<file path="src/rtl/demux_1to8_buf_if.sv">
// Handshake and lane bus for the 1-to-8 buffered demultiplexer.
// Optional broadcast input is present only when DEMUX_BCAST_EN is defined.
interface demux_1to8_buf_if #(
    parameter int k = 1
);
    logic [k-1:0] I;
    logic         I_VALID;
    logic         I_READY;
    logic [2:0]   SEL;
    logic [k-1:0] A;
    logic [k-1:0] B;
    logic [k-1:0] C;
    logic [k-1:0] D;
    logic [k-1:0] E;
    logic [k-1:0] F;
    logic [k-1:0] G;
    logic [k-1:0] H;
    logic [7:0]   O_VALID;
    logic [7:0]   O_READY;
    logic [3:0]   OCC;
`ifdef DEMUX_BCAST_EN
    logic         BCAST;
`endif

    // Producer/consumer side (testbench or upstream logic).
    modport master (
`ifdef DEMUX_BCAST_EN
        output BCAST,
`endif
        output I, I_VALID, SEL, O_READY,
        input  I_READY, A, B, C, D, E, F, G, H, O_VALID, OCC
    );

    // Demux side.
    modport slave (
`ifdef DEMUX_BCAST_EN
        input  BCAST,
`endif
        input  I, I_VALID, SEL, O_READY,
        output I_READY, A, B, C, D, E, F, G, H, O_VALID, OCC
    );
endinterface

</file>
<file path="src/rtl/demux_1to8_buf.sv">
// Registered 1-to-8 demultiplexer with a one-entry holding register per lane.
// A word accepted on the input handshake lands in lane[SEL] one cycle later.
// A lane drained and refilled in the same cycle stays valid, so a single lane
// sustains one word per cycle.
// Optional feature macro: DEMUX_BCAST_EN adds BCAST, which writes all eight
// lanes at once when every lane is free or draining.
module demux_1to8_buf #(
    parameter int k = 1
) (
    input logic              clk,
    input logic              rst,
    demux_1to8_buf_if.slave  bus
);

    logic [7:0]   valid_q;
    logic [7:0]   valid_d;
    logic [3:0]   occ_q;
    logic [3:0]   occ_d;
    logic [k-1:0] lane_q [8];

    logic [7:0]   onehot_sel;
    logic [7:0]   wr_mask;
    logic [7:0]   drain;
    logic         sel_free;
    logic         in_ready;
    logic         in_xfer;
`ifdef DEMUX_BCAST_EN
    logic         all_free;
`endif

    // Input acceptance, lane write enables, next valid vector and its popcount.
    always_comb begin
        onehot_sel = 8'h01 << bus.SEL;
        sel_free   = ~valid_q[bus.SEL] | bus.O_READY[bus.SEL];
        drain      = valid_q & bus.O_READY;
`ifdef DEMUX_BCAST_EN
        all_free   = &(~valid_q | bus.O_READY);
        in_ready   = bus.BCAST ? all_free : sel_free;
        in_xfer    = bus.I_VALID & in_ready;
        wr_mask    = in_xfer ? (bus.BCAST ? 8'hFF : onehot_sel) : 8'h00;
`else
        in_ready   = sel_free;
        in_xfer    = bus.I_VALID & in_ready;
        wr_mask    = in_xfer ? onehot_sel : 8'h00;
`endif
        // A refill wins over a drain on the same lane.
        valid_d    = (valid_q & ~drain) | wr_mask;
        occ_d      = 4'd0;
        for (int n = 0; n < 8; n++) begin
            occ_d = occ_d + 4'(valid_d[n]);
        end
    end

    // Valid bits and occupancy; reset discards all buffered and in-flight words.
    always_ff @(posedge clk) begin
        if (rst) begin
            valid_q <= 8'h00;
            occ_q   <= 4'd0;
        end else begin
            valid_q <= valid_d;
            occ_q   <= occ_d;
        end
    end

    // Lane data registers change only when written.
    always_ff @(posedge clk) begin
        if (rst) begin
            for (int n = 0; n < 8; n++) begin
                lane_q[n] <= '0;
            end
        end else begin
            for (int n = 0; n < 8; n++) begin
                if (wr_mask[n]) begin
                    lane_q[n] <= bus.I;
                end
            end
        end
    end

    assign bus.I_READY = in_ready;
    assign bus.O_VALID = valid_q;
    assign bus.OCC     = occ_q;
    assign bus.A       = lane_q[0];
    assign bus.B       = lane_q[1];
    assign bus.C       = lane_q[2];
    assign bus.D       = lane_q[3];
    assign bus.E       = lane_q[4];
    assign bus.F       = lane_q[5];
    assign bus.G       = lane_q[6];
    assign bus.H       = lane_q[7];

endmodule

</file>
<file path="src/flat_wrapper.sv">
// flat-port wrapper written by rule: the top's interface ports become plain ports
module demux_1to8_buf_flat 
#(
    parameter int k = 1
)
  (clk, rst, bus_I, bus_I_VALID, bus_SEL, bus_O_READY, bus_I_READY, bus_A, bus_B, bus_C, bus_D, bus_E, bus_F, bus_G, bus_H, bus_O_VALID, bus_OCC);
  demux_1to8_buf_if #(.k(k)) bus_i ();
  input logic clk;
  input logic rst;
  input wire logic [$bits(bus_i.I)-1:0] bus_I;
  input wire logic [$bits(bus_i.I_VALID)-1:0] bus_I_VALID;
  input wire logic [$bits(bus_i.SEL)-1:0] bus_SEL;
  input wire logic [$bits(bus_i.O_READY)-1:0] bus_O_READY;
  output wire logic [$bits(bus_i.I_READY)-1:0] bus_I_READY;
  output wire logic [$bits(bus_i.A)-1:0] bus_A;
  output wire logic [$bits(bus_i.B)-1:0] bus_B;
  output wire logic [$bits(bus_i.C)-1:0] bus_C;
  output wire logic [$bits(bus_i.D)-1:0] bus_D;
  output wire logic [$bits(bus_i.E)-1:0] bus_E;
  output wire logic [$bits(bus_i.F)-1:0] bus_F;
  output wire logic [$bits(bus_i.G)-1:0] bus_G;
  output wire logic [$bits(bus_i.H)-1:0] bus_H;
  output wire logic [$bits(bus_i.O_VALID)-1:0] bus_O_VALID;
  output wire logic [$bits(bus_i.OCC)-1:0] bus_OCC;
  assign bus_i.I = bus_I;
  assign bus_i.I_VALID = bus_I_VALID;
  assign bus_i.SEL = bus_SEL;
  assign bus_i.O_READY = bus_O_READY;
  assign bus_I_READY = bus_i.I_READY;
  assign bus_A = bus_i.A;
  assign bus_B = bus_i.B;
  assign bus_C = bus_i.C;
  assign bus_D = bus_i.D;
  assign bus_E = bus_i.E;
  assign bus_F = bus_i.F;
  assign bus_G = bus_i.G;
  assign bus_H = bus_i.H;
  assign bus_O_VALID = bus_i.O_VALID;
  assign bus_OCC = bus_i.OCC;
  demux_1to8_buf #(.k(k)) u_core (.clk(clk), .rst(rst), .bus(bus_i));
endmodule
</file>
<file path="config.mk">
export PLATFORM = sky130hd
export DESIGN_NAME = demux_1to8_buf_flat
export DESIGN_NICKNAME = d
export VERILOG_FILES = /design/src/rtl/demux_1to8_buf_if.sv /design/src/rtl/demux_1to8_buf.sv /design/src/flat_wrapper.sv
export SDC_FILE = /design/constraint.sdc
export NUM_CORES = 1
export LEC_CHECK = 0
export CORE_MARGIN = 3
export CORE_UTILIZATION = 31
export DETAILED_ROUTE_END_ITERATION = 8
export PLACE_DENSITY_LB_ADDON = 0.15
export SLEW_MARGIN = 0
export SYNTH_ARGS = -nofsm -noshare
export SYNTH_HDL_FRONTEND = slang
export SYNTH_SLANG_ARGS = --single-unit
</file>
<file path="constraint.sdc">
create_clock -name clk -period 9.1 [get_ports clk]
set_input_delay 1.82 -clock clk [delete_from_list [all_inputs] [get_ports clk]]
set_output_delay 1.82 -clock clk [all_outputs]
set_load 0.02 [all_outputs]
</file>
==> flow_summary.html <==
<table>
<tr><th>Metric</th><th>Value</th></tr>
<tr><th colspan="2">Finish</th></tr>
<tr><td>Fraction of layout cells with a size suffix above 1</td><td>0.0652</td></tr>
<tr><td>Post-layout nets</td><td>161</td></tr>
<tr><td>Area Growth Syn to Fin</td><td>38.7%</td></tr>
<tr><td>Final cell count without fillers</td><td>182</td></tr>
<tr><td>Register area</td><td>480 um^2</td></tr>
<tr><td>End-of-flow core utilization</td><td>0.466</td></tr>
<tr><td>Area used by multi-input combinational logic</td><td>532 um^2</td></tr>
<tr><td>Antenna cell count</td><td>0</td></tr>
<tr><td>Filler cell count in the final layout</td><td>342</td></tr>
<tr><th colspan="2">Hold path</th></tr>
<tr><td>Classification of the worst-slack hold path</td><td>reg -&gt; reg</td></tr>
<tr><th colspan="2">Floorplanning</th></tr>
<tr><td>Width of the die</td><td>64.5 um</td></tr>
<tr><td>Std cell rows</td><td>20</td></tr>
<tr><td>DIE AREA</td><td>4160 um^2</td></tr>
<tr><td>Starting density of the core</td><td>0.336</td></tr>
<tr><td>Core area</td><td>3150 um^2</td></tr>
<tr><td>Floorplan die height</td><td>64.5 um</td></tr>
<tr><td>Number of top-level pins</td><td>36</td></tr>
<tr><th colspan="2">Pwr</th></tr>
<tr><td>Power density of the placed cells</td><td>123 nW/um^2</td></tr>
<tr><td>Leakage power</td><td>0.573 nW</td></tr>
<tr><td>Worst VDD drop</td><td>0.0800 mV</td></tr>
<tr><th colspan="2">Timing</th></tr>
<tr><td>Final count of negative-setup-slack endpoints</td><td>0</td></tr>
<tr><td>Fin crit share</td><td>0.630</td></tr>
<tr><td>Summed negative setup slack over all endpoints</td><td>0 ns</td></tr>
<tr><td>Final worst hold slack</td><td>0.642 ns</td></tr>
<tr><td>Transition at the pin with the smallest max-transition slack</td><td>0.443 ns</td></tr>
<tr><td>Worst-case headroom to the max-slew limit</td><td>0.704</td></tr>
<tr><td>Post-route setup slack</td><td>3.37 ns</td></tr>
<tr><td>RSZ-0062 raised after global routing</td><td>no</td></tr>
<tr><td>Final-report max-slew violation count</td><td>0</td></tr>
<tr><td>Final critical-path required period</td><td>5.73 ns</td></tr>
<tr><td>Final Hold Vio Count</td><td>0</td></tr>
<tr><td>Final worst clock skew</td><td>0.00117 ns</td></tr>
<tr><td>Achievable clock frequency</td><td>0.174 GHz</td></tr>
<tr><th colspan="2">CTS</th></tr>
<tr><td>Clock root cell</td><td>sky130_fd_sc_hd__clkbuf_4</td></tr>
<tr><td>Clock-pin slew reported for the worst setup and hold paths after clock tree synthesis</td><td>0.11 ns</td></tr>
<tr><td>Gates resized, CTS repair</td><td>0</td></tr>
<tr><td>TritonCTS Buffers</td><td>3</td></tr>
<tr><td>Number of setup buffers added after CTS</td><td>0</td></tr>
<tr><td>Number of sinks handled by clock tree synthesis</td><td>20</td></tr>
<tr><td>Latest clock arrival within the worst-skew pair</td><td>0.29 ns</td></tr>
<tr><td>Bufs on Longest Clock Path</td><td>2</td></tr>
<tr><td>H-Tree Depth</td><td>1</td></tr>
<tr><td>Count of hold-fix buffers inserted at cts</td><td>0</td></tr>
<tr><td>CTS tree</td><td>built</td></tr>
<tr><th colspan="2">Place</th></tr>
<tr><td>Post-Place Setup Slack</td><td>3.39 ns</td></tr>
<tr><td>Detail Placement HPWL</td><td>1840 um</td></tr>
<tr><td>Final RePlAce weighted congestion</td><td>0.832</td></tr>
<tr><td>Total of buffers placed on input and output ports</td><td>35</td></tr>
<tr><td>Placed cell count</td><td>178</td></tr>
<tr><th colspan="2">Detailed routing</th></tr>
<tr><td>Post-detailed-route via-to-cell ratio</td><td>4.72</td></tr>
<tr><td>Per-cell routed wire length</td><td>12.9 um</td></tr>
<tr><td>Total detailed-routing wirelength</td><td>2350 um</td></tr>
<tr><td>Post-DRT Antenna Nets</td><td>0</td></tr>
<tr><td>Drt pass-1 iters</td><td>4</td></tr>
<tr><td>Violation count after the first detailed-route iteration</td><td>33</td></tr>
<tr><td>Total via count in the routed design</td><td>859</td></tr>
<tr><td>DRC</td><td>0</td></tr>
<tr><th colspan="2">Synth</th></tr>
<tr><td>Top post-synthesis cells by count</td><td>sky130_fd_sc_hd__dfxtp_1, sky130_fd_sc_hd__and2_1, sky130_fd_sc_hd__edfxtp_1, sky130_fd_sc_hd__nor2_1, sky130_fd_sc_hd__inv_1</td></tr>
<tr><td>Average size of a mapped cell</td><td>10.3 um^2</td></tr>
<tr><td>Main flop type after synthesis</td><td>sky130_fd_sc_hd__dfxtp_1</td></tr>
<tr><td>Library cells used by synthesis</td><td>36</td></tr>
<tr><td>Share of Yosys cell area claimed by the top area cell type</td><td>0.227</td></tr>
<tr><td>Number of synthesized flops with an enable pin</td><td>8</td></tr>
<tr><td>Top post-synthesis cells by area</td><td>sky130_fd_sc_hd__dfxtp_1, sky130_fd_sc_hd__edfxtp_1, sky130_fd_sc_hd__fa_1</td></tr>
<tr><td>Netlist area before placement</td><td>1060 um^2</td></tr>
<tr><td>Share of synthesized registers carrying an async set or reset</td><td>0</td></tr>
<tr><td>Proportion of synthesized chip area in sequential cells</td><td>0.453</td></tr>
<tr><td>Net count of the mapped netlist</td><td>125</td></tr>
<tr><td>Most area-hungry cell type in the Yosys netlist</td><td>sky130_fd_sc_hd__dfxtp_1</td></tr>
<tr><td>Seq cells post-synth</td><td>20</td></tr>
<tr><td>Top-count cell post-synth</td><td>sky130_fd_sc_hd__dfxtp_1</td></tr>
<tr><td>Mapped Cells</td><td>103</td></tr>
<tr><td>Total of warnings raised by yosys</td><td>0</td></tr>
<tr><th colspan="2">Outcome</th></tr>
<tr><td>Run status</td><td>complete, no violations</td></tr>
<tr><th colspan="2">Setup path</th></tr>
<tr><td>Slowest stage cell, crit path</td><td>sky130_fd_sc_hd__clkdlybuf4s50_1</td></tr>
<tr><td>Critical Setup Path Class</td><td>in -&gt; out</td></tr>
<tr><td>Critical path startpoint category</td><td>input port</td></tr>
<tr><td>Arrival time at the worst endpoint</td><td>3.91 ns</td></tr>
<tr><td>Flop-to-flop setup slack</td><td>6.05 ns</td></tr>
<tr><td>Family of cells with the greatest summed delay on the critical path</td><td>buffers and inverters</td></tr>
<tr><td>Cells along the critical path</td><td>clkdlybuf4s50_1 -&gt; nand2b_1 -&gt; o22a_1 -&gt; a32oi_1 -&gt; clkdlybuf4s50_1</td></tr>
<tr><td>Worst Path Buf+Inv</td><td>2</td></tr>
<tr><td>Required arrival time at the worst endpoint</td><td>7.28 ns</td></tr>
<tr><td>Crit path largest cell delay</td><td>0.74 ns</td></tr>
<tr><td>Kind of capture point of the worst setup path</td><td>primary output</td></tr>
<tr><td>Crit-path max FO</td><td>13</td></tr>
<tr><td>Crit path top cell by count</td><td>sky130_fd_sc_hd__clkdlybuf4s50_1</td></tr>
<tr><th colspan="2">GRT</th></tr>
<tr><td>Global-route usage over all layers</td><td>0.124</td></tr>
<tr><td>GR Overflow Total</td><td>0</td></tr>
<tr><td>Antenna violations before repair</td><td>0</td></tr>
<tr><td>Vias in the first global route</td><td>866</td></tr>
<tr><td>Global-route wire length before repair</td><td>4020 um</td></tr>
<tr><td>Pin count of the biggest net entering global routing</td><td>17</td></tr>
<tr><th colspan="2">Flow run</th></tr>
<tr><td>Max Cap Viol</td><td>0</td></tr>
</table>
-- logic make-up after synthesis --
kind of cell	after synthesis	share of synthesized area
buf+inv	11	0.0449
simple gates	43	0.240
xor+xnor	1	0.00827
flops	20	0.453
compound gates	21	0.143
fa+ha+maj	7	0.111
-- placed cells by master (no fill, tap or decap), types with 2 or more instances in the layout --
cell type / netlist / routed
sky130_fd_sc_hd__nand3b_1: 2 / 2
sky130_fd_sc_hd__nor2b_1: 6 / 6
sky130_fd_sc_hd__clkbuf_4: 0 / 3
sky130_fd_sc_hd__nand2_1: 5 / 5
sky130_fd_sc_hd__fa_1: 4 / 4
sky130_fd_sc_hd__dfxtp_1: 12 / 12
sky130_fd_sc_hd__nand2b_1: 5 / 5
sky130_fd_sc_hd__inv_1: 7 / 7
sky130_fd_sc_hd__a21o_1: 2 / 2
sky130_fd_sc_hd__o21bai_1: 2 / 2
sky130_fd_sc_hd__o21ai_0: 2 / 2
sky130_fd_sc_hd__nand3_1: 2 / 2
sky130_fd_sc_hd__o31ai_1: 3 / 3
sky130_fd_sc_hd__ha_1: 3 / 3
sky130_fd_sc_hd__o21ai_1: 4 / 4
sky130_fd_sc_hd__and2_1: 8 / 8
sky130_fd_sc_hd__clkdlybuf4s50_1: 0 / 35
sky130_fd_sc_hd__nor2_1: 8 / 8
sky130_fd_sc_hd__edfxtp_1: 8 / 8
-- worst min-delay path, delay by kind of cell (launching register included) --
| kind | cells | cell delay, ns |
|---|---|---|
| and+or+nand+nor | 2 | 0.20 |
| DFF | 1 | 0.34 |
| AOI/OAI and AO/OA | 1 | 0.07 |
-- per-stage QoR --
stage | power, W | area, um^2
6_report | 0.000181 | 1470
3_3_place_gp | 0.000140 | 1440
3_5_place_dp | 0.000141 | 1440
2_1_floorplan | 0.000122 | 1060
4_1_cts | 0.000184 | 1470
5_1_grt | 0.000191 | 1470
-- per-layer routing --
layer / track usage / routed length (um) / up-vias
met3: 0.0364 / 128 / 2
met2: 0.215 / 1150 / 25
met1: 0.155 / 1050 / 406
li1: - / - / 426
met4: 0.0237 / 15 / 0
met5: 0 / 0 / -
-- state kept, by name, summed over array words and instances (netlist names) --
signal and count:
u_core.bus.OCC 4, u_core.lane_q 8, u_core.bus.O_VALID 8
-- cell type report --
class | instances | share of cell area
timing repair buffer | 35 | 0.238
clock inverter | 1 | 0.00255
multi-input combinational | 72 | 0.362
sequential | 20 | 0.327
tap | 44 | 0.0374
clock buffer | 3 | 0.0153
inverter | 7 | 0.0179
-- report_power, final --
| group | leakage (nW) | switching [W] | total [W] | internal (W) |
|---|---|---|---|---|
| Combinational | 0.377 | 0.0000204 | 0.0000404 | 0.0000200 |
| Clock | 0.0154 | 0.0000259 | 0.0000419 | 0.0000160 |
| Sequential | 0.180 | 0.00000113 | 0.0000982 | 0.0000971 |
| Total | 0.573 | 0.0000475 | 0.000181 | 0.000133 |
-- worst paths after layout --
check                   startpoint                    end  cells past startpoint
max                     bus_SEL[0]            bus_I_READY                      5
min          u_core.bus.O_VALID[0]  u_core.bus.O_VALID[0]                      3
max reg2reg  u_core.bus.O_VALID[1]      u_core.bus.OCC[1]                      9
min reg2reg  u_core.bus.O_VALID[0]  u_core.bus.O_VALID[0]                      3
(Power assumes the default switching activity.)
